$ cat src/rtl/square_color_ctrl.sv
// Colour/size control ahead of the VGA square renderer: debounced size buttons and a 6-phase hue ramp.
// Outputs change only at frame start. Define SIZE_WRAP_EN to make the size index wrap instead of saturate.
module square_color_ctrl #(
   parameter int CD              = 12,
   parameter int DB_CYCLES       = 2_000_000,
   parameter int FRAMES_PER_STEP = 2
) (
   input  logic          clk,
   input  logic          reset_n,
   input  logic [10:0]   hc,
   input  logic [10:0]   vc,
   input  logic          btn_up,
   input  logic          btn_dn,
   output logic [CD-1:0] color_rgb,
   output logic [3:0]    square_size
);

   localparam int             DBW      = (DB_CYCLES > 1) ? $clog2(DB_CYCLES) : 1;
   localparam logic [DBW-1:0] DB_LAST  = DBW'(DB_CYCLES - 1);
   localparam logic [7:0]     FPS_LAST = 8'(FRAMES_PER_STEP - 1);

   typedef enum logic [2:0] {G_UP, R_DN, B_UP, G_DN, R_UP, B_DN} hue_t;

   // Bit 0 is the up button, bit 1 the down button.
   logic [1:0]     sync_a, sync_b, stable, stable_q, press;
   logic [DBW-1:0] db_cnt [2];

   logic [2:0]  pend_idx, pend_nxt;
   logic        zero_now, prev_zero, fs_pulse, step;
   logic [7:0]  frame_div;
   hue_t        state, state_nxt;
   logic [11:0] col_nxt;

   function automatic logic [3:0] ramp(input logic [3:0] ch, input logic up);
      if (up) return (ch == 4'hF) ? ch : ch + 4'd1;
      return (ch == 4'h0) ? ch : ch - 4'd1;
   endfunction

   function automatic logic [3:0] decode(input logic [2:0] idx);
      case (idx)
         3'd1:    return 4'b0001;
         3'd2:    return 4'b0010;
         3'd3:    return 4'b0100;
         3'd4:    return 4'b1000;
         default: return 4'b0000;
      endcase
   endfunction

   // NOTE: the per-button counter array is reset explicitly, so no partial count survives a reset.
   always_ff @(posedge clk or negedge reset_n) begin
      if (!reset_n) begin
         sync_a   <= '0;
         sync_b   <= '0;
         stable   <= '0;
         stable_q <= '0;
         for (int i = 0; i < 2; i++) db_cnt[i] <= '0;
      end else begin
         sync_a   <= {btn_dn, btn_up};
         sync_b   <= sync_a;
         stable_q <= stable;
         for (int i = 0; i < 2; i++) begin
            if (sync_b[i] == stable[i]) begin
               db_cnt[i] <= '0;
            end else if (db_cnt[i] == DB_LAST) begin
               stable[i] <= sync_b[i];
               db_cnt[i] <= '0;
            end else begin
               db_cnt[i] <= db_cnt[i] + 1'b1;
            end
         end
      end
   end

   assign press    = stable & ~stable_q;
   assign zero_now = (hc == '0) && (vc == '0);
   assign fs_pulse = zero_now && !prev_zero;
   assign step     = fs_pulse && (frame_div == FPS_LAST);

   // NOTE: every always_comb output gets a default first, otherwise a latch is inferred.
   always_comb begin
      pend_nxt = pend_idx;
      if (press[0] && !press[1]) begin
`ifdef SIZE_WRAP_EN
         pend_nxt = (pend_idx == 3'd4) ? 3'd0 : pend_idx + 3'd1;
`else
         pend_nxt = (pend_idx == 3'd4) ? pend_idx : pend_idx + 3'd1;
`endif
      end else if (press[1] && !press[0]) begin
`ifdef SIZE_WRAP_EN
         pend_nxt = (pend_idx == 3'd0) ? 3'd4 : pend_idx - 3'd1;
`else
         pend_nxt = (pend_idx == 3'd0) ? pend_idx : pend_idx - 3'd1;
`endif
      end
   end

   // Hue wheel: each phase ramps one channel and hands over once that channel hits its end value.
   always_comb begin
      state_nxt = state;
      col_nxt   = color_rgb[11:0];
      if (step) begin
         case (state)
            G_UP: begin
               col_nxt[7:4] = ramp(color_rgb[7:4], 1'b1);
               if (col_nxt[7:4] == 4'hF) state_nxt = R_DN;
            end
            R_DN: begin
               col_nxt[11:8] = ramp(color_rgb[11:8], 1'b0);
               if (col_nxt[11:8] == 4'h0) state_nxt = B_UP;
            end
            B_UP: begin
               col_nxt[3:0] = ramp(color_rgb[3:0], 1'b1);
               if (col_nxt[3:0] == 4'hF) state_nxt = G_DN;
            end
            G_DN: begin
               col_nxt[7:4] = ramp(color_rgb[7:4], 1'b0);
               if (col_nxt[7:4] == 4'h0) state_nxt = R_UP;
            end
            R_UP: begin
               col_nxt[11:8] = ramp(color_rgb[11:8], 1'b1);
               if (col_nxt[11:8] == 4'hF) state_nxt = B_DN;
            end
            B_DN: begin
               col_nxt[3:0] = ramp(color_rgb[3:0], 1'b0);
               if (col_nxt[3:0] == 4'h0) state_nxt = G_UP;
            end
            default: state_nxt = G_UP;
         endcase
      end
   end

   // prev_zero resets high so a frame already at 0,0 when reset releases is not taken as a start.
   always_ff @(posedge clk or negedge reset_n) begin
      if (!reset_n) begin
         state       <= G_UP;
         color_rgb   <= 12'hF00;
         square_size <= 4'b0001;
         frame_div   <= '0;
         pend_idx    <= 3'd1;
         prev_zero   <= 1'b1;
      end else begin
         prev_zero <= zero_now;
         pend_idx  <= pend_nxt;
         state     <= state_nxt;
         color_rgb <= col_nxt;
         if (fs_pulse) begin
            square_size <= decode(pend_idx);
            frame_div   <= (frame_div == FPS_LAST) ? '0 : frame_div + 8'd1;
         end
      end
   end

endmodule

$ cat config.mk
export PLATFORM = sky130hd
export DESIGN_NAME = square_color_ctrl
export DESIGN_NICKNAME = d
export VERILOG_FILES = /design/src/rtl/square_color_ctrl.sv
export SDC_FILE = /design/constraint.sdc
export NUM_CORES = 1
export LEC_CHECK = 0
export CAP_MARGIN = 25
export CORE_MARGIN = 1
export CORE_UTILIZATION = 34
export CTS_BUF_LIST = sky130_fd_sc_hd__clkbuf_8
export DETAILED_ROUTE_END_ITERATION = 16
export GPL_ROUTABILITY_DRIVEN = 0
export GPL_TIMING_DRIVEN = 0
export HOLD_SLACK_MARGIN = 0.15
export SLEW_MARGIN = 20
export SYNTH_ARGS = -nofsm -noshare
export SYNTH_HDL_FRONTEND = slang
export SYNTH_SLANG_ARGS = --single-unit
$ cat constraint.sdc
create_clock -name clk -period 2.4 [get_ports clk]
set_clock_uncertainty 0.1 [all_clocks]
set_input_delay 0.24 -clock clk [delete_from_list [all_inputs] [get_ports clk]]
set_output_delay 0.24 -clock clk [all_outputs]
set_load 0.05 [all_outputs]
==> key figures, run 1 <==
Yosys
  • Post-synthesis mux area share: 0.0231
  • Mean Syn Cell Area: 9.33 µm²
  • Post-Synth Adder-Cell Area: 0.0490
  • Synth Register Bits: 81
  • Register area share after synthesis: 0.443
  • Cells after synthesis: 493
  • Ys async rst share: 1.00
  • Post-Synth Simple-Gate Area: 0.268
  • Post-synthesis cell type count: 50
  • Post-synth EDFFs: 0
  • Largest family of logic cells by synthesized area: simple AND/OR/NAND/NOR gates
  • Ys Warns: 0
  • Syn nets: 537
  • Compound-gate portion of the synthesized area: 0.0890
  • Top FF cell, synth: dfrtp_1
  • XOR/XNOR Fraction of Synth Area: 0.101
  • Post-Syn Area: 4600 µm²

Worst hold path
  • Hold WC Path Type: primary input to register
  • Hold path depth: 4

Final layout
  • Most common cell after layout, fill and taps aside: dfrtp_1
  • FILL cells: 1265
  • Nets: 604
  • Layout area overhead: 25.2%
  • Share of layout cells above drive strength 1: 0.142
  • Final Core Density: 0.436
  • ANT cells: 0
  • Multi-input gate area: 2560 µm²
  • Most frequent cells in the layout: 69 x dfrtp_1, 66 x nor2_1, 39 x clkdlybuf4s50_1
  • Register Area: 2050 µm²

Timing
  • Period utilisation layout: 0.985
  • Tmin final: 2360 ps
  • Final Hold Fails: 0
  • Slew margin rel.: 0.554
  • Setup Viol. Count Final: 0
  • Min Hold Slack: 184 ps
  • Setup_tns: 0 ps
  • F_max: 0.423 GHz
  • Worst-Margin Slew: 667 ps
  • Pins Over Slew Limit: 0

Worst setup path
  • Slowest CP cell: or4_4
  • Critical Path Start Type: primary input
  • Worst setup path class: primary input to register
  • Reg2Reg Depth: 8
  • Crit path required time: 2570 ps
  • Instance count on the critical path: 7
  • CP cell instances: clkdlybuf4s50_1 -> or4_4 -> or3_4 -> or3_4 -> nor3_4 -> o21ai_2 -> a221oi_2
  • Crit path max-delay family: simple AND/OR/NAND/NOR gates
  • WP buf/inv: 1
  • Arr. time, crit path: 2540 ps
  • CP endpoint kind: register
  • Slowest stage delay, CP: 510 ps
  • Worst-path maximum fanout: 4
  • Crit-path most repeated cell: or3_4

Power and ir drop
  • Power Density: 452 nW/µm²
  • Lkg Pwr: 0.00235 µW
  • Max rail drop VDD: 436 µV

Route
  • DR vias/cell: 5.13
  • DRT Wirelength: 9.75 mm
  • Wirelength per Cell: 13.2 µm
  • DRT iter0 DRCs: 216
  • Drt pass-1 iters: 4
  • Via count: 3804
  • ANT nets after route: 0
  • DRC: 0

Global routing
  • GRT Util Overall: 0.152
  • Overflow left after global routing: 0
  • First-pass GRT wire length: 17.3 mm
  • Largest net degree at the start of global routing: 46
  • Vias in the first global route: 3854
  • Initial antenna violation count: 0

Place
  • PortBufs: 41
  • DP HPWL: 7.04 mm

Clock network
  • Clk sinks: 81
  • Clk pin slew, worst setup/hold paths: 80 ps
  • CTS Buffer Depth: 2
  • Root buf cell: clkbuf_8
  • CTS tree: done
  • TritonCTS Buffers: 9
  • Worst skew pair latency: 360 ps
  • H-Tree Depth: 3

Outcome
  • Status: finished, final reports clean

Run
  • Max cap viols: 0

Floorplan
  • Die Y: 118 µm
  • Num rows: 42
  • Initial core utilization: 0.349
  • Die area: 14000 µm²
  • Die W: 118 µm
  • IO Pins: 42
  • Core Area: 13200 µm²
report_power, final:
group / switching (µW) / internal (µW)
Clock: 524 / 590
Sequential: 11.7 / 1380
Combinational: 51.4 / 51.2
Total: 587 / 2020
cell families (layout without fill, tap and decap cells):
kind of cell             count (synthesis)  count (layout)
flip-flops                              81              81
AND/OR/NAND/NOR                        231             231
AO/OA/AOI/OAI                           67              67
adder cells (fa/ha/maj)                 18              18
XOR/XNOR                                53              53
multiplexers                            10              10
buffers and inverters                   33             105
sequential cells by signal, indices dropped and copies added, names as in the netlist:
signal	flops
db_cnt	42
color_rgb	12
frame_div	8
square_size	4
pend_idx	3
state	3
stable	2
stable_q	2
sync_a	2
sync_b	2
prev_zero	1
final timing paths:
kind                               from            to  slack, ps
min reg2reg                   sync_a[1]     sync_b[1]        260
min                               hc[0]     prev_zero        180
min in group asynchronous       reset_n     db_cnt[4]        280
max                               hc[3]  color_rgb[6]         40
max reg2reg                color_rgb[8]      state[0]         60
max in group asynchronous       reset_n     prev_zero       1270
worst register-to-register path: stages (launching register included):
cell and delay, ps:
dfstp_4 660, inv_2 70, ha_4 260, and3b_1 160, a31oi_1 150, o21ai_1 110, a221o_1 310, nand3b_1 90
mux2_2 330
synth_stat cells (all sizes together) (2+ instances only):
cell    instances  area share
a31oi           7      0.0095
o21ai          22       0.025
nor4b           3      0.0057
mux2            5       0.012
nand2          31       0.025
and2            3      0.0041
o22ai           3      0.0041
nand3b          7       0.011
o211ai          3      0.0049
nand3          32       0.035
dfstp           7       0.040
a21oi          19       0.021
nor4           12       0.018
mux2i           5       0.011
nor3           11       0.016
nand4          20       0.027
clkbuf         16       0.013
ha             18       0.049
nor3b           2      0.0033
or3             6       0.010
xor2           26       0.050
nor2           67       0.055
xnor2          27       0.051
nand2b          9       0.012
and4            7       0.013
nor2b           5      0.0068
and3b           3      0.0057
and3            8       0.011
dfrtp          74        0.40
or3b            3      0.0057
inv            16       0.013
a211oi          3      0.0049
cell type report:
| class | instances | share of cell area |
|---|---|---|
| Clock buffer | 9 | 0.0215 |
| Clock inverter | 7 | 0.0165 |
| Inverter | 16 | 0.0104 |
| Buffer | 15 | 0.0135 |
| Timing Repair Buffer | 58 | 0.0996 |
| Multi-Input combinational cell | 379 | 0.445 |
| Sequential cell | 81 | 0.355 |
| Tap cell | 176 | 0.0383 |
metal layers:
metal  GRT usage  vias to the layer above  routed length (µm)
li1            -                     1883                   -
met1       0.187                     1830                4460
met2       0.254                       79                4770
met3      0.0430                       12                 396
met4      0.0489                        0                 125
met5           0                        -                   0
through the flow:
step / worst slack [ps] / std cells / total power (µW) / cell area (µm²)
after floorplan: 5.04 / 493 / 1430 / 4670
after global placement: -2300 / 710 / 1510 / 5310
after detailed placement: -396 / 711 / 1520 / 5330
after CTS: -5.33 / 729 / 2650 / 5580
after global routing: -8.41 / 741 / 2710 / 5760
final: 35.4 / 741 / 2600 / 5760
timing repair:
item / 4_1_cts / 5_1_grt
gates resized for setup: 3 / 15
hold endpoints to repair: 36 / 0
endpoints found under the setup margin: 8 / 38
cloned: 0 / 0
pin swaps: 0 / 6
setup buffers: 1 / 14
hold buffers: 1 / 0
No activity file was read; power rests on OpenSTA's default activity.
==> run 2: changes to the inputs <==
--- a/config.mk
+++ b/config.mk
@@ -13,6 +13,7 @@
 export GPL_ROUTABILITY_DRIVEN = 0
 export GPL_TIMING_DRIVEN = 0
 export HOLD_SLACK_MARGIN = 0.15
+export MAX_ROUTING_LAYER = met4
 export SLEW_MARGIN = 20
 export SYNTH_ARGS = -nofsm -noshare
 export SYNTH_HDL_FRONTEND = slang
==> run 2 against run 1 <==
Worst hold slack better by 1.8 ps. Fmax fell by 0.17%. Core utilization down 0.28 points.
==> key figures, run 2 (synthesis gave the netlist of run 1 again) <==
Outcome
  • Status: finished, final reports clean

Route
  • DR vias/cell: 5.14
  • DRC: 0
  • Via count: 3801
  • Wirelength per Cell: 13.1 µm
  • DRT iter0 DRCs: 206
  • ANT nets after route: 0
  • DRT Wirelength: 9.68 mm
  • Drt pass-1 iters: 4

Final layout
  • Most common cell after layout, fill and taps aside: dfrtp_1
  • Final Non-Filler Cells: 739
  • ANT cells: 0
  • Share of layout cells above drive strength 1: 0.135
  • Biggest regs: db_cnt x42, color_rgb x12, frame_div x8
  • Most frequent cells in the layout: 69 x dfrtp_1, 66 x nor2_1, 39 x clkdlybuf4s50_1
  • Max reg flops: 42
  • Largest reg by FF count: db_cnt
  • Final Core Density: 0.434
  • Nets: 602
  • Layout area overhead: 24.4%

Floorplan
  • Die Y: 118 µm
  • IO Pins: 42
  • Core Area: 13200 µm²
  • Die W: 118 µm
  • Initial core utilization: 0.349
  • Die area: 14000 µm²
  • Num rows: 42

Worst setup path
  • CP endpoint kind: register
  • Worst setup path class: primary input to register
  • Worst-path maximum fanout: 4
  • Critical Path Start Type: primary input
  • Arr. time, crit path: 2540 ps
  • Crit path required time: 2570 ps

Timing
  • Pins Over Slew Limit: 0
  • Slew margin rel.: 0.565
  • Worst-Margin Slew: 649 ps
  • F_max: 0.422 GHz
  • Final Hold Fails: 0
  • PnR worst setup slack: 31.3 ps
  • Tmin final: 2370 ps
  • RSZ-0062 raised after global routing: yes
  • Setup Viol. Count Final: 0
  • Period utilisation layout: 0.987

Place
  • DP HPWL: 7.04 mm
  • Pre-CTS WS: -396 ps
  • Placed Cells: 711
  • PortBufs: 41

Clock network
  • Root buf cell: clkbuf_8
  • Clk sinks: 81
  • H-Tree Depth: 3
  • TritonCTS Buffers: 9
  • Worst skew pair latency: 360 ps
  • Clk pin slew, worst setup/hold paths: 80 ps
  • CTS Buffer Depth: 2
  • CTS tree: done

Power and ir drop
  • Power Density: 455 nW/µm²
  • Lkg Pwr: 0.00233 µW
  • Max rail drop VDD: 436 µV

Run
  • Max cap viols: 0

Global routing
  • GRT Util Overall: 0.156
  • First-pass GRT wire length: 17.3 mm
  • Vias in the first global route: 3850
  • Largest net degree at the start of global routing: 46
  • Overflow left after global routing: 0
  • Initial antenna violation count: 0

Worst hold path
  • Hold WC Path Type: primary input to register
run 2: layer usage:
layer  global-route usage  share of wire  up-vias
met5                    -              0        -
met4               0.0593          0.016        0
met3               0.0343          0.032       13
met2                0.255           0.49       71
met1                0.188           0.46     1836
li1                     -              -     1881
run 2: final cells by class:
class	instances	area, µm²
buffer	15	77.6
clock buffer	9	124
clock inverter	7	95.1
fill	1269	7470
inverter	16	60.1
multi-input combinational	379	2540
sequential	81	2050
tap	176	220
timing repair buffer	56	558
run 2: worst paths after layout:
check                             startpoint            to  slack [ps]  cells after the start
max in group asynchronous            reset_n     prev_zero        1260                      3
worst min register to register     sync_a[1]     sync_b[1]         260                      0
min in group asynchronous            reset_n     db_cnt[4]         280                      2
worst min-delay path                   hc[0]     prev_zero         190                      4
worst max-delay path                   hc[3]  color_rgb[6]          30                      7
worst max register to register  color_rgb[1]      state[0]          70                      8
run 2: report_power, final:
part | switching (µW) | internal, µW
clock network | 522 | 590
registers | 11.8 | 1380
logic | 51.1 | 51.2
total | 585 | 2020
run 2: critical path, stage by stage:
cell and delay, ps:
clkdlybuf4s50_1 390, or4_4 510, or3_4 420, or3_4 430, nor3_4 200, o21ai_2 90, a221oi_2 250
run 2: through the flow:
| step | cell area [µm²] | hold slack, ps | power [µW] | setup TNS, ps |
|---|---|---|---|---|
| 4_1_cts | 5580 | 185 | 2650 | -5.33 |
| 5_1_grt | 5720 | 196 | 2710 | -19.0 |
| 6_report | 5720 | 185 | 2600 | 0 |
| 3_3_place_gp | 5310 | 234 | 1510 | -161260 |
| 2_1_floorplan | 4670 | -156 | 1430 | 0 |
| 3_5_place_dp | 5330 | 153 | 1520 | -6100 |
run 2: timing repair:
item | in CTS | in global routing
resized for setup | 3 | 12
hold buffers | 1 | 0
endpoints found under the setup margin | 8 | 38
pin swaps | 0 | 6
hold endpoints to repair | 36 | 0
gates cloned | 0 | 0
buffers inserted | 1 | 12
